File: src/rtl/vsync_frame_timer.sv
// vsync_frame_timer
// Vertical timing stage of the VGA video timer. Counts rising edges of the
// horizontal stage's LineEnd indication. From that count it produces the line
// coordinate, the active-low vsync, the vertical active-video flag and a
// one-clock frame-end strobe. Timing parameters are shadowed and reloaded only
// at the frame wrap, so a change made mid-frame never tears the current frame.
//
// Ports
//   clock        system clock, rising edge
//   reset        asynchronous, active-low reset
//   LineEnd      line-end level from the horizontal stage; each rising edge is one line
//   ActiveVideo  vertical active lines      (sampled at frame wrap)
//   FrontPorch   vertical front porch lines (sampled at frame wrap)
//   SynchPulse   vertical sync lines        (sampled at frame wrap)
//   BackPorch    vertical back porch lines  (sampled at frame wrap)
//   yposition    current line number
//   vsync        active-low vertical sync
//   vActive      high while yposition < shadow ActiveVideo
//   FrameEnd     one-clock strobe on the edge where yposition returns to 0
//   FrameCount   frames completed, modulo 2^framebits
//   ParamError   sticky: a sampled parameter set was rejected
module vsync_frame_timer #(
  parameter int yresolution = 10,
  parameter int framebits   = 8
) (
  input  logic                   clock,
  input  logic                   reset,
  input  logic                   LineEnd,
  input  logic [yresolution-1:0] ActiveVideo,
  input  logic [yresolution-1:0] FrontPorch,
  input  logic [yresolution-1:0] SynchPulse,
  input  logic [yresolution-1:0] BackPorch,
  output logic [yresolution-1:0] yposition,
  output logic                   vsync,
  output logic                   vActive,
  output logic                   FrameEnd,
  output logic [framebits-1:0]   FrameCount,
  output logic                   ParamError
);

  localparam int SW = yresolution + 2;

  typedef logic [yresolution-1:0] line_t;
  typedef logic [SW-1:0]          sum_t;
  typedef logic [framebits-1:0]   frame_t;

  localparam line_t A_RST     = line_t'(480);
  localparam line_t F_RST     = line_t'(10);
  localparam line_t S_RST     = line_t'(2);
  localparam line_t B_RST     = line_t'(33);
  localparam sum_t  MAX_LINES = sum_t'((64'd1 << yresolution) - 64'd1);

  logic   line_end_q,    line_end_d;
  line_t  ycount_q,      ycount_d;
  line_t  a_q,           a_d;
  line_t  f_q,           f_d;
  line_t  s_q,           s_d;
  line_t  b_q,           b_d;
  logic   vsync_q,       vsync_d;
  logic   vactive_q,     vactive_d;
  logic   frame_end_q,   frame_end_d;
  frame_t frame_count_q, frame_count_d;
  logic   param_error_q, param_error_d;

  logic tick;
  logic wrap;
  logic params_ok;
  sum_t end_sum;
  sum_t in_sum;
  sum_t vs_start;
  sum_t vs_stop;
  sum_t y_ext;

  always_comb begin
    tick = LineEnd & ~line_end_q;

    // All sums are kept two bits wider than a line number so that an
    // oversized input set is detected instead of silently wrapping.
    end_sum = {2'b00, a_q} + {2'b00, f_q} + {2'b00, s_q} + {2'b00, b_q};
    in_sum  = {2'b00, ActiveVideo} + {2'b00, FrontPorch}
            + {2'b00, SynchPulse} + {2'b00, BackPorch};

    wrap      = tick && ({2'b00, ycount_q} == end_sum);
    params_ok = (ActiveVideo != '0) && (SynchPulse != '0) && (in_sum <= MAX_LINES);

    line_end_d    = LineEnd;
    ycount_d      = ycount_q;
    a_d           = a_q;
    f_d           = f_q;
    s_d           = s_q;
    b_d           = b_q;
    frame_end_d   = 1'b0;
    frame_count_d = frame_count_q;
    param_error_d = param_error_q;

    if (tick) begin
      if (wrap) ycount_d = '0;
      else      ycount_d = ycount_q + line_t'(1);
    end

    if (wrap) begin
      frame_end_d   = 1'b1;
      frame_count_d = frame_count_q + frame_t'(1);
      if (params_ok) begin
        a_d = ActiveVideo;
        f_d = FrontPorch;
        s_d = SynchPulse;
        b_d = BackPorch;
      end else begin
        param_error_d = 1'b1;
      end
    end

    // Outputs are decoded from next-state count and shadows so they are
    // registered yet change on the same edge as yposition.
    vs_start  = {2'b00, a_d} + {2'b00, f_d};
    vs_stop   = vs_start + {2'b00, s_d};
    y_ext     = {2'b00, ycount_d};
    vsync_d   = !((y_ext >= vs_start) && (y_ext < vs_stop));
    vactive_d = (ycount_d < a_d);
  end

  always_ff @(posedge clock or negedge reset) begin
    if (!reset) begin
      // Starting high means a LineEnd already asserted at release is not a line.
      line_end_q    <= 1'b1;
      ycount_q      <= '0;
      a_q           <= A_RST;
      f_q           <= F_RST;
      s_q           <= S_RST;
      b_q           <= B_RST;
      vsync_q       <= 1'b1;
      vactive_q     <= 1'b1;
      frame_end_q   <= 1'b0;
      frame_count_q <= '0;
      param_error_q <= 1'b0;
    end else begin
      line_end_q    <= line_end_d;
      ycount_q      <= ycount_d;
      a_q           <= a_d;
      f_q           <= f_d;
      s_q           <= s_d;
      b_q           <= b_d;
      vsync_q       <= vsync_d;
      vactive_q     <= vactive_d;
      frame_end_q   <= frame_end_d;
      frame_count_q <= frame_count_d;
      param_error_q <= param_error_d;
    end
  end

  assign yposition  = ycount_q;
  assign vsync      = vsync_q;
  assign vActive    = vactive_q;
  assign FrameEnd   = frame_end_q;
  assign FrameCount = frame_count_q;
  assign ParamError = param_error_q;

endmodule

File: config.mk
export PLATFORM = sky130hd
export DESIGN_NAME = vsync_frame_timer
export DESIGN_NICKNAME = d
export VERILOG_FILES = /design/src/rtl/vsync_frame_timer.sv
export SDC_FILE = /design/constraint.sdc
export NUM_CORES = 1
export LEC_CHECK = 0
export CAP_MARGIN = 10
export CORE_ASPECT_RATIO = 1.4
export CORE_MARGIN = 3
export CORE_UTILIZATION = 60
export DETAILED_ROUTE_END_ITERATION = 10
export GPL_TIMING_DRIVEN = 0
export PLACE_DENSITY_LB_ADDON = 0.05
export SLEW_MARGIN = 10
export SYNTH_ARGS = -nofsm -noshare
export SYNTH_HDL_FRONTEND = slang
export SYNTH_SLANG_ARGS = --single-unit
export TNS_END_PERCENT = 30
File: constraint.sdc
create_clock -name clock -period 13.61 [get_ports clock]
set_input_delay 2.0415 -clock clock [delete_from_list [all_inputs] [get_ports clock]]
set_output_delay 2.0415 -clock clock [all_outputs]
set_load 0.05 [all_outputs]
======== Word-level counts from Yosys, hierarchy flattened ========
Cells that the tools add are included.
cells by class
  mux-type cells .......................... 9
  add/subtract/negate cells ............... 10
  bitwise gates (word level) .............. 3
  $lt $le $gt $ge ......................... 4
  equality and inequality tests ........... 1
  reduce and logical (&&, ||, !) cells .... 9
operators with widths
  kind                                                                      count
  10-bit 2-to-1 mux                                                         8
  11-bit by 10-bit adder with 12-bit output                                 3
  10-bit by 10-bit adder with 11-bit output                                 3
  12-bit by 10-bit adder with 12-bit output                                 2
  10-bit nonzero test                                                       2
  10-bit by 12-bit == test with 1-bit output                                1
  12-bit by 10-bit <= comparator with 1-bit output (second input constant)  1
  10-bit by 12-bit < comparator with 1-bit output                           1
  10-bit by 11-bit >= comparator with 1-bit output                          1
  10-bit by 1-bit adder with 10-bit output (second input constant)          1
  10-bit < comparator                                                       1
  8-bit by 1-bit adder with 8-bit output (second input constant)            1
  1-bit logical AND                                                         4
  2-bit AND reduction                                                       2
  1-bit NOT                                                                 2
  1-bit AND                                                                 1
  1-bit zero test                                                           1
  1-bit 2-to-1 mux                                                          1
storage, ports and cells
  input bits .............................. 43
  word-level logic and storage cells ...... 47
  flip-flop bits (word level) ............. 63
  output and inout port bits .............. 22

======== Logic depth before layout (Yosys ltp) ========
  depth after elaboration ................. 12
  mapped depth ............................ 33

======== Worst setup path before layout ========
No wires, ideal clock.
  path type ............................... input to register
  start point ............................. in ActiveVideo[1]
  end point ............................... reg vsync_q (netlist: vsync)
  buffers on the path ..................... 2
  setup time .............................. 0.089 ns
  arrival ................................. 7.974 ns
  cell stages on the path ................. 30
  setup slack ............................. 5.547 ns
  required time ........................... 13.521 ns
  cells stage by stage .................... inv_1 fa_1 fa_1 inv_1 ha_1 fa_1 a211oi_1 o21ai_0 o211ai_1 a21oi_1 o21ai_0 nand3_2 buf_6 buf_6 mux2_4 ha_1 fa_1 a21o_1 a41oi_1 nand2b_1 xor2_1 ha_1 o41ai_1 o21a_1 xor2_1 ha_1 a21oi_1 nor3_1 nor2_1 o211ai_1
on the way
  word-level cells in the longest chain between the ends .. 12
RTL lines
  item                                              line  source
  start, declared                                   29    input logic [yresolution-1:0] ActiveVideo,
  10-bit by 10-bit adder with 11-bit output         80    in_sum = {2'b00, ActiveVideo} + {2'b00, FrontPorch}
  11-bit by 10-bit adder with 12-bit output         81    + {2'b00, SynchPulse} + {2'b00, BackPorch};
  12-bit by 10-bit adder with 12-bit output         81
  12-bit by 10-bit <= comparator with 1-bit output  84    params_ok = (ActiveVideo != '0) && (SynchPulse != '0) && (in_sum <= MAX_LINES);
  1-bit logical AND (*)                             84
  10-bit 2-to-1 mux (*)                             104   if (params_ok) begin
  10-bit 2-to-1 mux (*)                             101   if (wrap) begin
  net f_d[0]                                        56    line_t f_q, f_d;
  10-bit by 10-bit adder with 11-bit output (*)     116   vs_start = {2'b00, a_d} + {2'b00, f_d};
  11-bit by 10-bit adder with 12-bit output         117   vs_stop = vs_start + {2'b00, s_d};
  10-bit by 12-bit < comparator with 1-bit output   119   vsync_d = !((y_ext >= vs_start) && (y_ext < vs_stop));
  1-bit logical AND (*)                             119
  1-bit zero test (*)                               119
  net vsync_d                                       59    logic vsync_q, vsync_d;
  end signal, assigned                              144   vsync_q <= vsync_d;
  end, declared                                     59
The timed path passes the listed nets; every way through them passes the cells marked *.
A chain may end at the register's enable or synchronous reset.

======== Final worst setup path ========
Ends and elaborated chain as after synthesis.

==> results.py <==
metrics = {
    "status": {
        "status": "finished, final reports clean",
    },
    "clock_network": {
        "clkTransAtPathRegs_ns": 0.06,
        "clk_latency_ns": 0.33,
        "post_cts_buffers": 0,
        "holdBufCountCts": 0,
        "ctsResizeCount": 0,
        "clock_sinks": 63,
        "tritoncts": "built",
        "cts_buffers": 9,
        "cts_max_path_buffers": 2,
        "cts_htree_levels": 3,
        "cts-root-buf": "clkbuf_16",
    },
    "global_routing": {
        "grt.total_usage": 0.275,
        "grt_overflow": 0,
        "grt_start_max_net_pins": 64,
        "antenna_found_initial": 0,
        "grt_pass1_vias": 4954,
        "grt_first_pass_wirelength_mm": 24.3,
    },
    "sta": {
        "min_period_ns": 9.20,
        "hold_ws_ns": 0.461,
        "slew_violations": 0,
        "setup_viol": 0,
        "rsz0062_at_grt": "no",
        "max_clock_freq_mhz": 109,
        "finalSetupTns_ns": 0,
        "period_share": 0.676,
        "skew_ns": 0.00494,
        "hold_viol": 0,
        "slew-limit-headroom": 0.469,
        "tightest_slew_ns": 0.790,
    },
    "logic_synthesis": {
        "synth_cells": 591,
        "syn_area_um2": 6030,
        "synth_nets": 748,
        "ys.flop_type": "dfrtp_1",
        "ys_types": 57,
        "async_reset_ff_frac": 1.00,
        "synth-seq-cells": 63,
        "synth_edf_count": 0,
        "yosysSeqAreaShare": 0.264,
        "yosys_warnings": 0,
        "syn_avg_cell_area_um2": 10.2,
    },
    "detailed_routing": {
        "viasPerCell": 5.84,
        "num_vias": 4698,
        "first_pass_iters": 5,
        "drt_iter0_drc": 244,
        "routedWlPerCell_um": 18.5,
        "ant_nets": 0,
        "routed_wl_mm": 14.8,
        "drc_errors": 0,
    },
    "place": {
        "place.gp.congestion": 0.942,
        "hpwlAfterDp_mm": 12.3,
        "dp_cells": 788,
        "io_buffers": 64,
    },
    "floorplanning": {
        "coreArea_um2": 9620,
        "dieArea_um2": 11300,
        "io_pins": 65,
        "rows": 42,
        "start_util": 0.627,
        "die_w_um": 90.7,
        "die_h_um": 125,
    },
    "worst_setup_path": {
        "cp_slowest_cell": "fa_1",
        "end_kind": "flop",
        "arrival_ns": 9.44,
        "r2r_start": "f_q[1]",
        "critPathLaunch": "ActiveVideo[1]",
        "reg2reg_to": "vsync",
        "crit_type": "input pin to flop",
        "reg2regPathDepth": 29,
        "reg2reg_slack_ns": 5.56,
        "required_ns": 13.85,
        "crit_end": "vsync",
        "cp-start-kind": "input pin",
        "slowest_delay_ns": 0.51,
        "critPathMaxFanout": 10,
    },
    "power": {
        "power_density_nw_per_um2": 262,
        "vdd_ir_drop_max_mv": 0.153,
        "leakagePower_nw": 3.63,
        "power_mw": 1.87,
    },
    "final_layout": {
        "syn2layout_area_growth_pct": 18.6,
        "layout.nets": 824,
        "layout-drive-gt1-share": 0.115,
        "diodes": 0,
        "final_cells": 804,
    },
    "hold_path": {
        "min_path_type": "flop to flop",
        "min_from": "ParamError",
    },
    "job": {
        "max_cap_violations": 0,
    },
}
[synthesized netlist by cell type, types with 2 or more instances]
| library cell | instances | area (um2) |
|---|---|---|
| a211oi_1 | 7 | 52.6 |
| a21o_1 | 22 | 165 |
| a21oi_1 | 32 | 160 |
| and3_1 | 10 | 62.6 |
| and4_1 | 2 | 17.5 |
| buf_2 | 2 | 10.0 |
| buf_6 | 4 | 45.0 |
| clkbuf_1 | 2 | 7.51 |
| dfrtp_1 | 51 | 1280 |
| dfstp_2 | 12 | 315 |
| fa_1 | 42 | 841 |
| ha_1 | 72 | 901 |
| inv_1 | 76 | 285 |
| mux2_2 | 7 | 78.8 |
| mux2_4 | 26 | 390 |
| mux2i_1 | 2 | 20.0 |
| nand2_1 | 17 | 63.8 |
| nand2b_1 | 6 | 37.5 |
| nand3_1 | 7 | 35.0 |
| nand3b_1 | 4 | 30.0 |
| nand4_1 | 16 | 100 |
| nor2_1 | 39 | 146 |
| nor2b_1 | 5 | 31.3 |
| nor3_1 | 14 | 70.1 |
| nor4_1 | 6 | 37.5 |
| o2111ai_1 | 2 | 17.5 |
| o211ai_1 | 7 | 52.6 |
| o21a_1 | 7 | 52.6 |
| o21ai_0 | 21 | 105 |
| o21bai_1 | 5 | 37.5 |
| or3_1 | 2 | 12.5 |
| xnor2_1 | 21 | 184 |
| xor2_1 | 19 | 166 |
[layer usage]
layer / up-vias / part of all wire / GRT usage
met5: - / 0 / 0
li1: 2217 / - / -
met3: 45 / 0.042 / 0.0344
met2: 137 / 0.53 / 0.494
met4: 0 / 0.048 / 0.149
met1: 2299 / 0.38 / 0.312
[where the power goes]
group / internal [mW] / switching [mW] / total (mW)
Combinational: 0.583 / 0.730 / 1.31
Clock: 0.141 / 0.0869 / 0.228
Sequential: 0.265 / 0.0664 / 0.331
[registers in the layout (all words and copies together), names as in the netlist]
name,flops
a_q,10
yposition,10
vsync,1
FrameEnd,1
vActive,1
f_q,10
b_q,10
ParamError,1
s_q,10
line_end_q,1
FrameCount,8
[cell families after synthesis]
| family | synth area share |
|---|---|
| multiplexers | 0.0812 |
| buffers and inverters | 0.0592 |
| flip-flops | 0.264 |
| AND/OR/NAND/NOR | 0.120 |
| adder cells (fa/ha/maj) | 0.289 |
| AO/OA/AOI/OAI | 0.129 |
| XOR/XNOR | 0.0581 |
[critical path, delay by kind of cell]
family / cells / cell delay, ns
AOI/OAI and AO/OA: 12 / 2.46
xor gates and xnor gates: 2 / 0.39
adders and majority gates: 8 / 2.83
buffers and inverters: 5 / 1.00
muxes: 1 / 0.32
and+or+nand+nor: 3 / 0.35
[stage by stage]
stage                     area, um2   util  setup WS, ns
after global routing           7150  0.743          4.01
after CTS                      7150  0.743          4.43
after floorplan                6030      -          5.55
after detailed placement       6860  0.713          4.14
final                          7150  0.743          4.41
after global placement         6830  0.711          4.32
[cell usage in the layout (no fill, tap or decap), types with 2 or more instances in the layout]
cell | synthesis | layout
o21a_1 | 7 | 7
buf_2 | 2 | 2
mux2_4 | 26 | 26
clkinv_2 | 0 | 3
nor2b_1 | 5 | 5
nor4_1 | 6 | 6
o2111ai_1 | 2 | 2
nand3_1 | 7 | 7
ha_1 | 72 | 72
and4_1 | 2 | 2
or3_1 | 2 | 2
a211oi_1 | 7 | 7
clkdlybuf4s50_1 | 0 | 63
nand2_1 | 17 | 17
inv_1 | 76 | 76
o211ai_1 | 7 | 7
a21o_1 | 22 | 22
o21bai_1 | 5 | 5
mux2_2 | 7 | 7
and3_1 | 10 | 10
nor3_1 | 14 | 14
clkbuf_16 | 0 | 9
nand4_1 | 16 | 16
xnor2_1 | 21 | 21
nor2_1 | 39 | 39
fa_1 | 42 | 42
buf_6 | 4 | 4
dfrtp_1 | 51 | 51
o21ai_0 | 21 | 21
mux2i_1 | 2 | 2
xor2_1 | 19 | 19
nand3b_1 | 4 | 4
nand2b_1 | 6 | 6
a21oi_1 | 32 | 32
clkbuf_1 | 2 | 3
dfstp_2 | 12 | 12
[cell type report]
type | instances | area [um2]
buffer | 10 | 71.3
clock buffer | 10 | 229
clock inverter | 6 | 61.3
fill | 691 | 2470
tap | 132 | 165
multi-input combinational | 442 | 4080
inverter | 76 | 285
sequential | 63 | 1590
timing repair buffer | 65 | 666
[how the worst min path moves through the flow]
| stage | to | slack [ns] | cells past startpoint |
|---|---|---|---|
| floorplan | s_q[0] | 0.52 | 1 |
| global placement | ParamError | 0.45 | 1 |
| detailed placement | ParamError | 0.46 | 1 |
| CTS | ParamError | 0.47 | 1 |
| global route | ParamError | 0.51 | 1 |
| finish | ParamError | 0.46 | 1 |
Note: power is estimated with default switching activity, not from simulation.
